## config.mk

```make
export PLATFORM = sky130hd
export DESIGN_NAME = fp_add_pipe
export DESIGN_NICKNAME = d
export VERILOG_FILES = /design/src/rtl/fp_add_pipe.sv
export SDC_FILE = /design/constraint.sdc
export NUM_CORES = 1
export LEC_CHECK = 0
export ABC_AREA = 1
export BUFFER_PORTS_ARGS = -buffer_cell sky130_fd_sc_hd__buf_2
export CORE_MARGIN = 3
export CORE_UTILIZATION = 25
export DETAILED_ROUTE_END_ITERATION = 6
export SLEW_MARGIN = 0
export SYNTH_ARGS = -nofsm -noshare
export SYNTH_HDL_FRONTEND = slang
export SYNTH_SLANG_ARGS = --single-unit
```

## constraint.sdc

```tcl
create_clock -name clk -period 4.95 [get_ports clk]
set_input_delay 0.7425 -clock clk [delete_from_list [all_inputs] [get_ports clk]]
set_output_delay 0.7425 -clock clk [all_outputs]
set_load 0.1 [all_outputs]
```

## src/rtl/fp_add_pipe.sv

```systemverilog
// fp_add_pipe: three-stage pipelined floating-point adder/subtractor.
// Operand format is sign | biased exponent | fraction with a hidden 1.
// Denormals are flushed to zero and results use round-to-nearest-even.
// Stage 1 aligns the operands, stage 2 adds them, and stage 3 normalises,
// rounds and packs the result. All stages advance together under a
// valid/ready handshake.
module fp_add_pipe #(
  parameter  int EXP_W = 4,
  parameter  int MAN_W = 7,
  localparam int W     = 1 + EXP_W + MAN_W
) (
  input  logic         clk,
  input  logic         rst_n,
  input  logic         in_valid,
  output logic         in_ready,
  input  logic [W-1:0] x,
  input  logic [W-1:0] y,
  input  logic         sub,
  output logic         out_valid,
  input  logic         out_ready,
  output logic [W-1:0] result,
  output logic         ovf,
  output logic         unf,
  output logic         inv
);

  localparam int FW  = MAN_W + 4;        // aligned field: hidden, fraction, guard, round, sticky
  localparam int SW  = MAN_W + 5;        // sum field with carry-out
  localparam int LZW = $clog2(SW);
  localparam int EW  = EXP_W + 2;        // signed working exponent
  localparam logic [EXP_W-1:0] EMAX = '1;
  localparam logic [W-1:0] QNAN = {1'b0, {EXP_W{1'b1}}, 1'b1, {(MAN_W-1){1'b0}}};

  logic advance;
  assign advance  = out_ready | ~out_valid;
  assign in_ready = advance;

  // ---------------- stage 1: decode, swap, align ----------------
  logic             xs, ys_eff, x_zero, y_zero, x_inf, y_inf, x_nan, y_nan, swap;
  logic [EXP_W-1:0] xe, ye, p_e, q_e, dexp;
  logic [MAN_W-1:0] xf, yf, p_f, q_f;
  logic             p_s;
  logic [FW-1:0]    q_al;
  logic [2*FW-1:0]  q_ext;
  logic             spec_c, spec_inv_c;
  logic [W-1:0]     spec_res_c;

  logic             s1_valid, s1_sign, s1_eff_sub, s1_spec, s1_spec_inv;
  logic [EXP_W-1:0] s1_exp;
  logic [FW-1:0]    s1_mp, s1_mq;
  logic [W-1:0]     s1_spec_res;

  // Unpack operands, order them by magnitude, shift the smaller and decode specials
  always_comb begin
    xs     = x[W-1];
    xe     = x[W-2:MAN_W];
    xf     = x[MAN_W-1:0];
    ys_eff = y[W-1] ^ sub;
    ye     = y[W-2:MAN_W];
    yf     = y[MAN_W-1:0];
    x_zero = (xe == '0);
    y_zero = (ye == '0);
    x_inf  = (xe == EMAX) && (xf == '0);
    y_inf  = (ye == EMAX) && (yf == '0);
    x_nan  = (xe == EMAX) && (xf != '0);
    y_nan  = (ye == EMAX) && (yf != '0);

    swap = {ye, yf} > {xe, xf};
    p_s  = swap ? ys_eff : xs;
    p_e  = swap ? ye : xe;
    p_f  = swap ? yf : xf;
    q_e  = swap ? xe : ye;
    q_f  = swap ? xf : yf;
    dexp = p_e - q_e;

    // Bits shifted past the field collapse into the sticky position
    q_ext = {1'b1, q_f, 3'b000, {FW{1'b0}}} >> dexp;
    if (32'(dexp) >= MAN_W + 3)
      q_al = {{(FW-1){1'b0}}, 1'b1};
    else
      q_al = q_ext[2*FW-1:FW] | {{(FW-1){1'b0}}, |q_ext[FW-1:0]};

    spec_c     = 1'b1;
    spec_inv_c = 1'b0;
    spec_res_c = '0;
    if (x_nan || y_nan) begin
      spec_res_c = QNAN;
      spec_inv_c = 1'b1;
    end else if (x_inf && y_inf && (xs != ys_eff)) begin
      spec_res_c = QNAN;
      spec_inv_c = 1'b1;
    end else if (x_inf) begin
      spec_res_c = x;
    end else if (y_inf) begin
      spec_res_c = {ys_eff, y[W-2:0]};
    end else if (x_zero && y_zero) begin
      spec_res_c = {xs & ys_eff, {(W-1){1'b0}}};
    end else if (x_zero) begin
      spec_res_c = {ys_eff, y[W-2:0]};
    end else if (y_zero) begin
      spec_res_c = x;
    end else begin
      spec_c = 1'b0;
    end
  end

  // Stage 1 register: aligned mantissas plus the decoded special result
  always_ff @(posedge clk or negedge rst_n) begin
    if (!rst_n) begin
      s1_valid    <= 1'b0;
      s1_sign     <= 1'b0;
      s1_eff_sub  <= 1'b0;
      s1_exp      <= '0;
      s1_mp       <= '0;
      s1_mq       <= '0;
      s1_spec     <= 1'b0;
      s1_spec_inv <= 1'b0;
      s1_spec_res <= '0;
    end else if (advance) begin
      s1_valid    <= in_valid;
      s1_sign     <= p_s;
      s1_eff_sub  <= xs ^ ys_eff;
      s1_exp      <= p_e;
      s1_mp       <= {1'b1, p_f, 3'b000};
      s1_mq       <= q_al;
      s1_spec     <= spec_c;
      s1_spec_inv <= spec_inv_c;
      s1_spec_res <= spec_res_c;
    end
  end

  // ---------------- stage 2: add / subtract ----------------
  logic [SW-1:0]    sum_c;
  logic             s2_valid, s2_sign, s2_spec, s2_spec_inv;
  logic [EXP_W-1:0] s2_exp;
  logic [SW-1:0]    s2_sum;
  logic [W-1:0]     s2_spec_res;

  // P is never smaller than Q, so the difference cannot go negative
  always_comb begin
    if (s1_eff_sub)
      sum_c = {1'b0, s1_mp} - {1'b0, s1_mq};
    else
      sum_c = {1'b0, s1_mp} + {1'b0, s1_mq};
  end

  // Stage 2 register: raw sum with its exponent, sign and special info
  always_ff @(posedge clk or negedge rst_n) begin
    if (!rst_n) begin
      s2_valid    <= 1'b0;
      s2_sign     <= 1'b0;
      s2_exp      <= '0;
      s2_sum      <= '0;
      s2_spec     <= 1'b0;
      s2_spec_inv <= 1'b0;
      s2_spec_res <= '0;
    end else if (advance) begin
      s2_valid    <= s1_valid;
      s2_sign     <= s1_sign;
      s2_exp      <= s1_exp;
      s2_sum      <= sum_c;
      s2_spec     <= s1_spec;
      s2_spec_inv <= s1_spec_inv;
      s2_spec_res <= s1_spec_res;
    end
  end

  // ---------------- stage 3: normalise, round, pack ----------------
  logic [LZW-1:0]   lzc;
  logic [FW-1:0]    norm;
  logic [EW-1:0]    exp_n, exp_r;
  logic [MAN_W:0]   mant;
  logic [MAN_W+1:0] mant_r;
  logic [MAN_W-1:0] frac_r;
  logic             rnd, rc;
  logic [W-1:0]     res_c;
  logic             ovf_c, unf_c, inv_c;

  // Normalise the sum, apply round-to-nearest-even, then range-check the exponent
  always_comb begin
    lzc = '0;
    for (int i = 0; i < SW - 1; i++) begin
      if (s2_sum[i]) lzc = LZW'(SW - 2 - i);
    end

    if (s2_sum[SW-1]) begin
      norm  = {s2_sum[SW-1:2], s2_sum[1] | s2_sum[0]};
      exp_n = {2'b00, s2_exp} + {{(EW-1){1'b0}}, 1'b1};
    end else begin
      norm  = s2_sum[SW-2:0] << lzc;
      exp_n = {2'b00, s2_exp} - {{(EW-LZW){1'b0}}, lzc};
    end

    mant   = norm[FW-1:3];
    rnd    = norm[2] & (norm[1] | norm[0] | mant[0]);
    mant_r = {1'b0, mant} + {{(MAN_W+1){1'b0}}, rnd};
    rc     = mant_r[MAN_W+1];
    exp_r  = exp_n + {{(EW-1){1'b0}}, rc};
    frac_r = rc ? mant_r[MAN_W:1] : mant_r[MAN_W-1:0];

    res_c = '0;
    ovf_c = 1'b0;
    unf_c = 1'b0;
    inv_c = 1'b0;
    if (s2_spec) begin
      res_c = s2_spec_res;
      inv_c = s2_spec_inv;
    end else if (s2_sum == '0) begin
      res_c = '0;
    end else if (!exp_r[EW-1] && (exp_r[EW-2:0] >= {1'b0, EMAX})) begin
      res_c = {s2_sign, EMAX, {MAN_W{1'b0}}};
      ovf_c = 1'b1;
    end else if (exp_r[EW-1] || (exp_r == '0)) begin
      res_c = '0;
      unf_c = 1'b1;
    end else begin
      res_c = {s2_sign, exp_r[EXP_W-1:0], frac_r};
    end
  end

  // Output register: result and flags held while the consumer stalls
  always_ff @(posedge clk or negedge rst_n) begin
    if (!rst_n) begin
      out_valid <= 1'b0;
      result    <= '0;
      ovf       <= 1'b0;
      unf       <= 1'b0;
      inv       <= 1'b0;
    end else if (advance) begin
      out_valid <= s2_valid;
      result    <= res_c;
      ovf       <= ovf_c;
      unf       <= unf_c;
      inv       <= inv_c;
    end
  end

endmodule

```

Word-level counts from Yosys, hierarchy flattened
Index checks and enable logic that the tools add are counted.
{"block": "op_classes", "n_addsub": 7, "n_mul": 0, "n_div": 0, "n_lt_le_gt_ge": 3, "n_eq_ne": 3, "n_shift": 2, "mux": 49, "n_bitwise": 10, "n_reduce_logical": 20}
{"operator": "12-bit 2-to-1 mux", "count": 12}
{"operator": "4-bit 2-to-1 mux", "count": 13}
{"operator": "11-bit 2-to-1 mux", "count": 2}
{"operator": "22-bit by 4-bit >> shifter with 22-bit output", "count": 1}
{"operator": "7-bit 2-to-1 mux", "count": 3}
{"operator": "1-bit 2-to-1 mux", "count": 18}
{"operator": "7-bit zero test", "count": 2}
{"operator": "7-bit nonzero test", "count": 2}
{"operator": "11-bit by 11-bit adder with 12-bit output", "count": 1}
{"operator": "12-bit zero test", "count": 1}
{"operator": "11-bit by 11-bit subtractor with 12-bit output", "count": 1}
{"operator": "11-bit greater-than comparator", "count": 1}
{"operator": "11-bit by 1-bit bitwise OR with 11-bit output", "count": 1}
{"operator": "11-bit OR reduction", "count": 1}
{"operator": "11-bit by 4-bit left shift with 11-bit output", "count": 1}
{"operator": "8-bit by 1-bit adder with 9-bit output", "count": 1}
{"operator": "4-bit == test (second input constant)", "count": 2}
{"operator": "1-bit logical AND", "count": 8}
{"operator": "4-bit zero test", "count": 2}
{"operator": "6-bit by 1-bit adder with 6-bit output", "count": 1}
{"operator": "6-bit zero test", "count": 1}
{"operator": "6-bit 2-to-1 mux", "count": 1}
{"operator": "4-bit by 1-bit adder with 5-bit output (second input constant)", "count": 1}
{"operator": "5-bit by 4-bit >= comparator with 1-bit output (second input constant)", "count": 1}
{"operator": "10 further kinds", "count": 16}
{"block": "totals", "ff_bits": 88, "latchBits": 0, "mem_bits_rw": 0, "romBits": 0, "output_inout_bits": 17, "word_cells": 115, "n_memories": 0}

Depth between registers and ports, before layout
{"block": "logic_depth", "word_depth": 24, "depth_mapped": 31, "depth_no_buf": 30}

Least setup slack after synthesis
No wires, ideal clock.
{"block": "synth_timing", "path_type": "input-to-reg", "startpoint": "in x[7]", "endpoint": "reg s1_mq[0]", "setup_time_ns": 0.122, "arrival_ns": 3.218, "slack_ns": 1.611, "cell_stages": 19, "cell_sequence": "inv_1 ha_1 buf_6 inv_6 nor3_4 nand3_1 nand3_2 nand2_4 nand2_1 o21ai_0 or2_2 ha_1 buf_2 nand3_1 nand2_1 nand3_1 nand3b_1 a21oi_1 a21oi_2"}
{"block": "synth_via", "elab_chain_cells": 7, "elab_cells_between_ends": 10, "classes_between": "add/sub (1); order compare (2); shift (1); mux (4); bitwise (1); reduce/logical (1)"}
{"element": "start: declaration", "line_no": "16", "rtl": "input logic [W-1:0] x,"}
{"element": "11-bit greater-than comparator", "line_no": "68", "rtl": "swap = {ye, yf} > {xe, xf};"}
{"element": "4-bit 2-to-1 mux, on equally long branches", "line_no": "70, 72"}
{"element": "4-bit subtractor", "line_no": "74", "rtl": "dexp = p_e - q_e;"}
{"element": "22-bit by 4-bit >> shifter with 22-bit output", "line_no": "77", "rtl": "q_ext = {1'b1, q_f, 3'b000, {FW{1'b0}}} >> dexp;"}
{"element": "11-bit OR reduction", "line_no": "81", "rtl": "q_al = q_ext[2*FW-1:FW] | {{(FW-1){1'b0}}, |q_ext[FW-1:0]};"}
{"element": "11-bit by 1-bit bitwise OR with 11-bit output", "line_no": "81"}
{"element": "11-bit 2-to-1 mux (*)", "line_no": "78", "rtl": "if (32'(dexp) >= MAN_W + 3)"}
{"element": "end signal: assignment", "line_no": "125", "rtl": "s1_mq <= q_al;"}
{"element": "end: declaration", "line_no": "50", "rtl": "logic [FW-1:0] s1_mp, s1_mq;"}
Mark *: on every way between the ends. The rest lies on a longest branch, timed or not.
A chain may end at the register's enable or synchronous reset.

Final worst setup path
{"block": "layout_timing", "startpoint": "reg s2_sum[3]", "endpoint": "reg result[9]"}
{"block": "layout_via", "elab_chain_cells": 21, "elab_cells_between_ends": 27, "classes_between": "add/sub (3); order compare (1); shift (1); mux (14); bitwise (3); reduce/logical (5)"}
{"element": "start: declaration", "line_no": "136", "rtl": "logic [SW-1:0] s2_sum;"}
{"element": "start signal: assignment", "line_no": "161", "rtl": "s2_sum <= sum_c;"}
{"element": "branches (longest 19 deep; another with 11-bit by 4-bit left shift with 11-bit output)"}
{"element": "12-bit 2-to-1 mux (*)", "line_no": "208", "rtl": "end else if (s2_sum == '0) begin"}
{"element": "12-bit 2-to-1 mux (*)", "line_no": "205", "rtl": "if (s2_spec) begin"}
{"element": "end signal: assignment", "line_no": "231", "rtl": "result <= res_c;"}
{"element": "end: declaration", "line_no": "21", "rtl": "output logic [W-1:0] result,"}
Every way passes the cells marked *.

==> flow_metrics.env <==
export IMPL_gr_usage_all_layers=0.126
export IMPL_global_route_overflow_total=0
export IMPL_die_area_um2=28100
export IMPL_crit_end_element="flop"
export IMPL_crit_path_cell_trace="nor2_1 > nand2_1 > nand3_1 > nand2_1 > nand2_1 > inv_2 > nand3_2 > nand3_1 > nand2_1 > nand2_1 > inv_2 > ha_1 > nand2_2 > nor2_8 > ha_1 > ha_1 > nand4_1 > xnor2_1 > nand2_1 > o21ai_1 > nor3_1 > o21ai_0 > a21oi_1"
export IMPL_hold_worst_slack_ns=0.383
export IMPL_cts_max_level=3
export IMPL_clock_root_buffer="sky130_fd_sc_hd__clkbuf_16"
export IMPL_worstHoldPathType="input pin to asynchronous set/reset pin"
export IMPL_port_buffer_count=45
export IMPL_synth_edf_count=0
export IMPL_yosysSeqAreaShare=0.337
export IMPL_final_cell_mix="sky130_fd_sc_hd__nand2_1 (242), sky130_fd_sc_hd__inv_1 (98), sky130_fd_sc_hd__dfrtp_1 (88)"
export IMPL_final_max_slew_violation_count=0
export IMPL_worst_ep_required_time_ns=5.23
export IMPL_finish_net_count=1017
export IMPL_regToRegEndpoint="result[9]"
export IMPL_run_status="completed"
export IMPL_via_count=6053
export IMPL_drc=0
export IMPL_ys_ff_latch=88
export IMPL_postCtsSetupRepairBufs=0
export IMPL_synthesis_instances=920
export IMPL_postSynth_asyncResetShare=1.00
export IMPL_synth_warnings=0
export IMPL_grt_antenna_before_repair=0
export IMPL_ys_flop_type="sky130_fd_sc_hd__dfrtp_1"
export IMPL_ios=46
export IMPL_cts_hold_fix_buffers=0
export IMPL_placed_area_um2=7040
export IMPL_finalSetupViolations=0
export IMPL_numPlacedInstances=1267
export IMPL_timing_max_cap_violations=0
export IMPL_finalWeightedCongestion=0.894
export IMPL_initial_core_util=0.257
export IMPL_power_density_cell_area_nw_per_um2=626
export IMPL_grt_start_max_net_pins=63
export IMPL_yosysUniqueCellTypes=47
export IMPL_worst_path_max_fanout=14
export IMPL_pre_repair_dr_iteration_count=5
export IMPL_worstSetupStartpointType="flop"
export IMPL_tritoncts_buffers=9
export IMPL_timing_worst_setup_path_type="flop to flop"
export IMPL_register_to_register_setup_slack_ns=0.89
export IMPL_drt_antenna_violating_nets=0
export IMPL_crit_path_frequent_cell="sky130_fd_sc_hd__nand2_1"
export IMPL_fmaxAchievable_mhz=246
export IMPL_fin_area_um2=7340
export IMPL_die_width_um=168
export IMPL_period_needed_ns=4.06
export IMPL_max_stage_delay_ns=0.47
export IMPL_hpwlAfterDp_um=13300
export IMPL_insertedDiodeCount=0
export IMPL_share_of_the_synthesized_area_in_the_top_cell_type=0.337
export IMPL_detail_route_vias_per_cell=4.72
export IMPL_num_rows=58
export IMPL_route_layer_met1_wl_um=8800
export IMPL_skew_ns=0.00817
export IMPL_cts_tree="built"
export IMPL_cts_sinks=88
export IMPL_final_core_utilization=0.289
export IMPL_grt_pass1_vias=5808
export IMPL_average_cell_area_after_synthesis_um2=7.09
export IMPL_worstSkewPairLatency_ns=0.35
export IMPL_layout_commonest_cell="sky130_fd_sc_hd__nand2_1"
export IMPL_final_cell_count_no_fill=1283
export IMPL_reg2regPathDepth=23
export IMPL_unrepaired_setup_endpoints_after_global_routing="no"
export IMPL_grt_pass1_wl_um=29400
export IMPL_avg_wl_per_cell_um=13.5
export IMPL_topRoutingLayerUsed="met4"
export IMPL_placeableCoreArea_um2=25400
export IMPL_cp_slowest_cell="sky130_fd_sc_hd__dfrtp_1"
export IMPL_clockBufferDepth=2
export IMPL_synth_area_um2=6530
export IMPL_hold_viol_final=0
export IMPL_route_met2_wl_um=7300
export IMPL_timing_slew_headroom=0.426
export IMPL_p_leak_nw=3.62
export IMPL_yosys_top_cells_area="sky130_fd_sc_hd__dfrtp_1 (34%), sky130_fd_sc_hd__nand2_1 (14%), sky130_fd_sc_hd__ha_1 (7.3%), sky130_fd_sc_hd__o21ai_0 (5.8%), sky130_fd_sc_hd__inv_1 (5.7%)"
export IMPL_worst_pin_slew_ns=0.854
export IMPL_area_growth_pct=12.5
export IMPL_rr_startpoint="s2_sum[3]"
export IMPL_vdd_drop_max_v=0.000319
export IMPL_tns_ns=0
export IMPL_synth_fp_nets=989
export IMPL_post_synth_top_area_cell="sky130_fd_sc_hd__dfrtp_1"
export IMPL_route_met3_wl_um=964
export IMPL_routed_wl_um=17300
export IMPL_crit_arrival_ns=4.34
export IMPL_final_layout_size_suffix_gt1_frac=0.140
export IMPL_clk_pin_slew_ns=0.07
export IMPL_drt_first_iter_violations=460
export IMPL_die_height_um=168
export IMPL_layout_worst_path_cycle_share=0.821
export IMPL_cts_resized=0
## how the worst max path moves through the flow
| stage | start | end | slack [ns] | cells after the start |
|---|---|---|---|---|
| 2_1_floorplan | x[7] | s1_mq[0] | 1.61 | 19 |
| 3_3_place_gp | x[7] | s1_mq[0] | 0.74 | 21 |
| 3_5_place_dp | x[7] | s1_mq[0] | 0.60 | 21 |
| 4_1_cts | s2_sum[3] | result[9] | 0.89 | 23 |
| 5_1_grt | s2_sum[3] | result[6] | 0.48 | 26 |
| 6_report | s2_sum[3] | result[9] | 0.89 | 23 |
## routing by layer
metal  up-vias  GRT usage
li1       3090          -
met1      2770      0.186
met2       171      0.189
met3        22     0.0210
met4         0     0.0338
met5         -          0
## registers in the layout (all words and copies together) (netlist names), 4 cells and up
register,cells
result,12
s1_exp,4
s1_mp,8
s1_mq,11
s1_spec_res,12
s2_exp,4
s2_spec_res,12
s2_sum,12
## metrics by stage
step	setup slack, ns	total power, W
6_report	0.886	0.00459
5_1_grt	0.476	0.00502
4_1_cts	0.887	0.00462
3_5_place_dp	0.602	0.00389
3_3_place_gp	0.735	0.00386
2_1_floorplan	1.61	0.00333
## Yosys cell counts, types with 2 or more instances
cell type,n
sky130_fd_sc_hd__nand2_4,5
sky130_fd_sc_hd__nor2_1,65
sky130_fd_sc_hd__nand3_1,69
sky130_fd_sc_hd__nand3_2,8
sky130_fd_sc_hd__inv_1,99
sky130_fd_sc_hd__clkbuf_1,21
sky130_fd_sc_hd__nand2_1,242
sky130_fd_sc_hd__nor2_2,7
sky130_fd_sc_hd__o21ai_2,8
sky130_fd_sc_hd__nor2_4,3
sky130_fd_sc_hd__buf_6,5
sky130_fd_sc_hd__xnor2_1,3
sky130_fd_sc_hd__o32ai_1,2
sky130_fd_sc_hd__o31ai_1,2
sky130_fd_sc_hd__o22ai_1,14
sky130_fd_sc_hd__nor3_1,7
sky130_fd_sc_hd__nand4_1,10
sky130_fd_sc_hd__a22oi_1,6
sky130_fd_sc_hd__o21ai_1,11
sky130_fd_sc_hd__nor4_1,5
sky130_fd_sc_hd__nand3b_1,2
sky130_fd_sc_hd__or2_2,4
sky130_fd_sc_hd__a21oi_1,56
sky130_fd_sc_hd__buf_2,4
sky130_fd_sc_hd__o21ai_0,75
sky130_fd_sc_hd__o211ai_1,4
sky130_fd_sc_hd__dfrtp_1,88
sky130_fd_sc_hd__ha_1,38
sky130_fd_sc_hd__inv_2,10
sky130_fd_sc_hd__xor2_1,8
sky130_fd_sc_hd__nand2_2,16
sky130_fd_sc_hd__fa_1,2
sky130_fd_sc_hd__a31oi_1,4
sky130_fd_sc_hd__o21bai_1,4
## critical path, delay by kind of cell, from the launching register on
| kind | cells | cell delay, ns |
|---|---|---|
| compound gates | 3 | 0.39 |
| buf+inv | 2 | 0.30 |
| flops | 1 | 0.47 |
| fa+ha+maj | 3 | 0.67 |
| xor+xnor | 1 | 0.16 |
| simple gates | 14 | 2.00 |
## report_power, final
group	switching [W]	internal, W	total, W
clock	0.000307	0.000400	0.000707
sequential	0.000235	0.000952	0.00119
combinational	0.00191	0.000790	0.00270
total	0.00245	0.00214	0.00459
## cell families (layout without fill, tap and decap cells)
logic type	count (synthesis)	count (layout)	share of synthesized area
AO/OA/AOI/OAI	191	191	0.166
XOR/XNOR	11	11	0.0148
adder cells (fa/ha/maj)	40	40	0.0790
buffers and inverters	142	175	0.0890
flip-flops	88	88	0.337
AND/OR/NAND/NOR	448	448	0.313
## area by class of cell
cell class	count	area, µm²
inverters	111	422
well taps	330	413
fillers	2813	18100
clock buffers	10	229
multi-input cells	690	3750
clock inverters	6	72.6
flip-flops and latches	88	2200
repair buffers	48	250
Note: power is estimated with default switching activity, not from simulation.
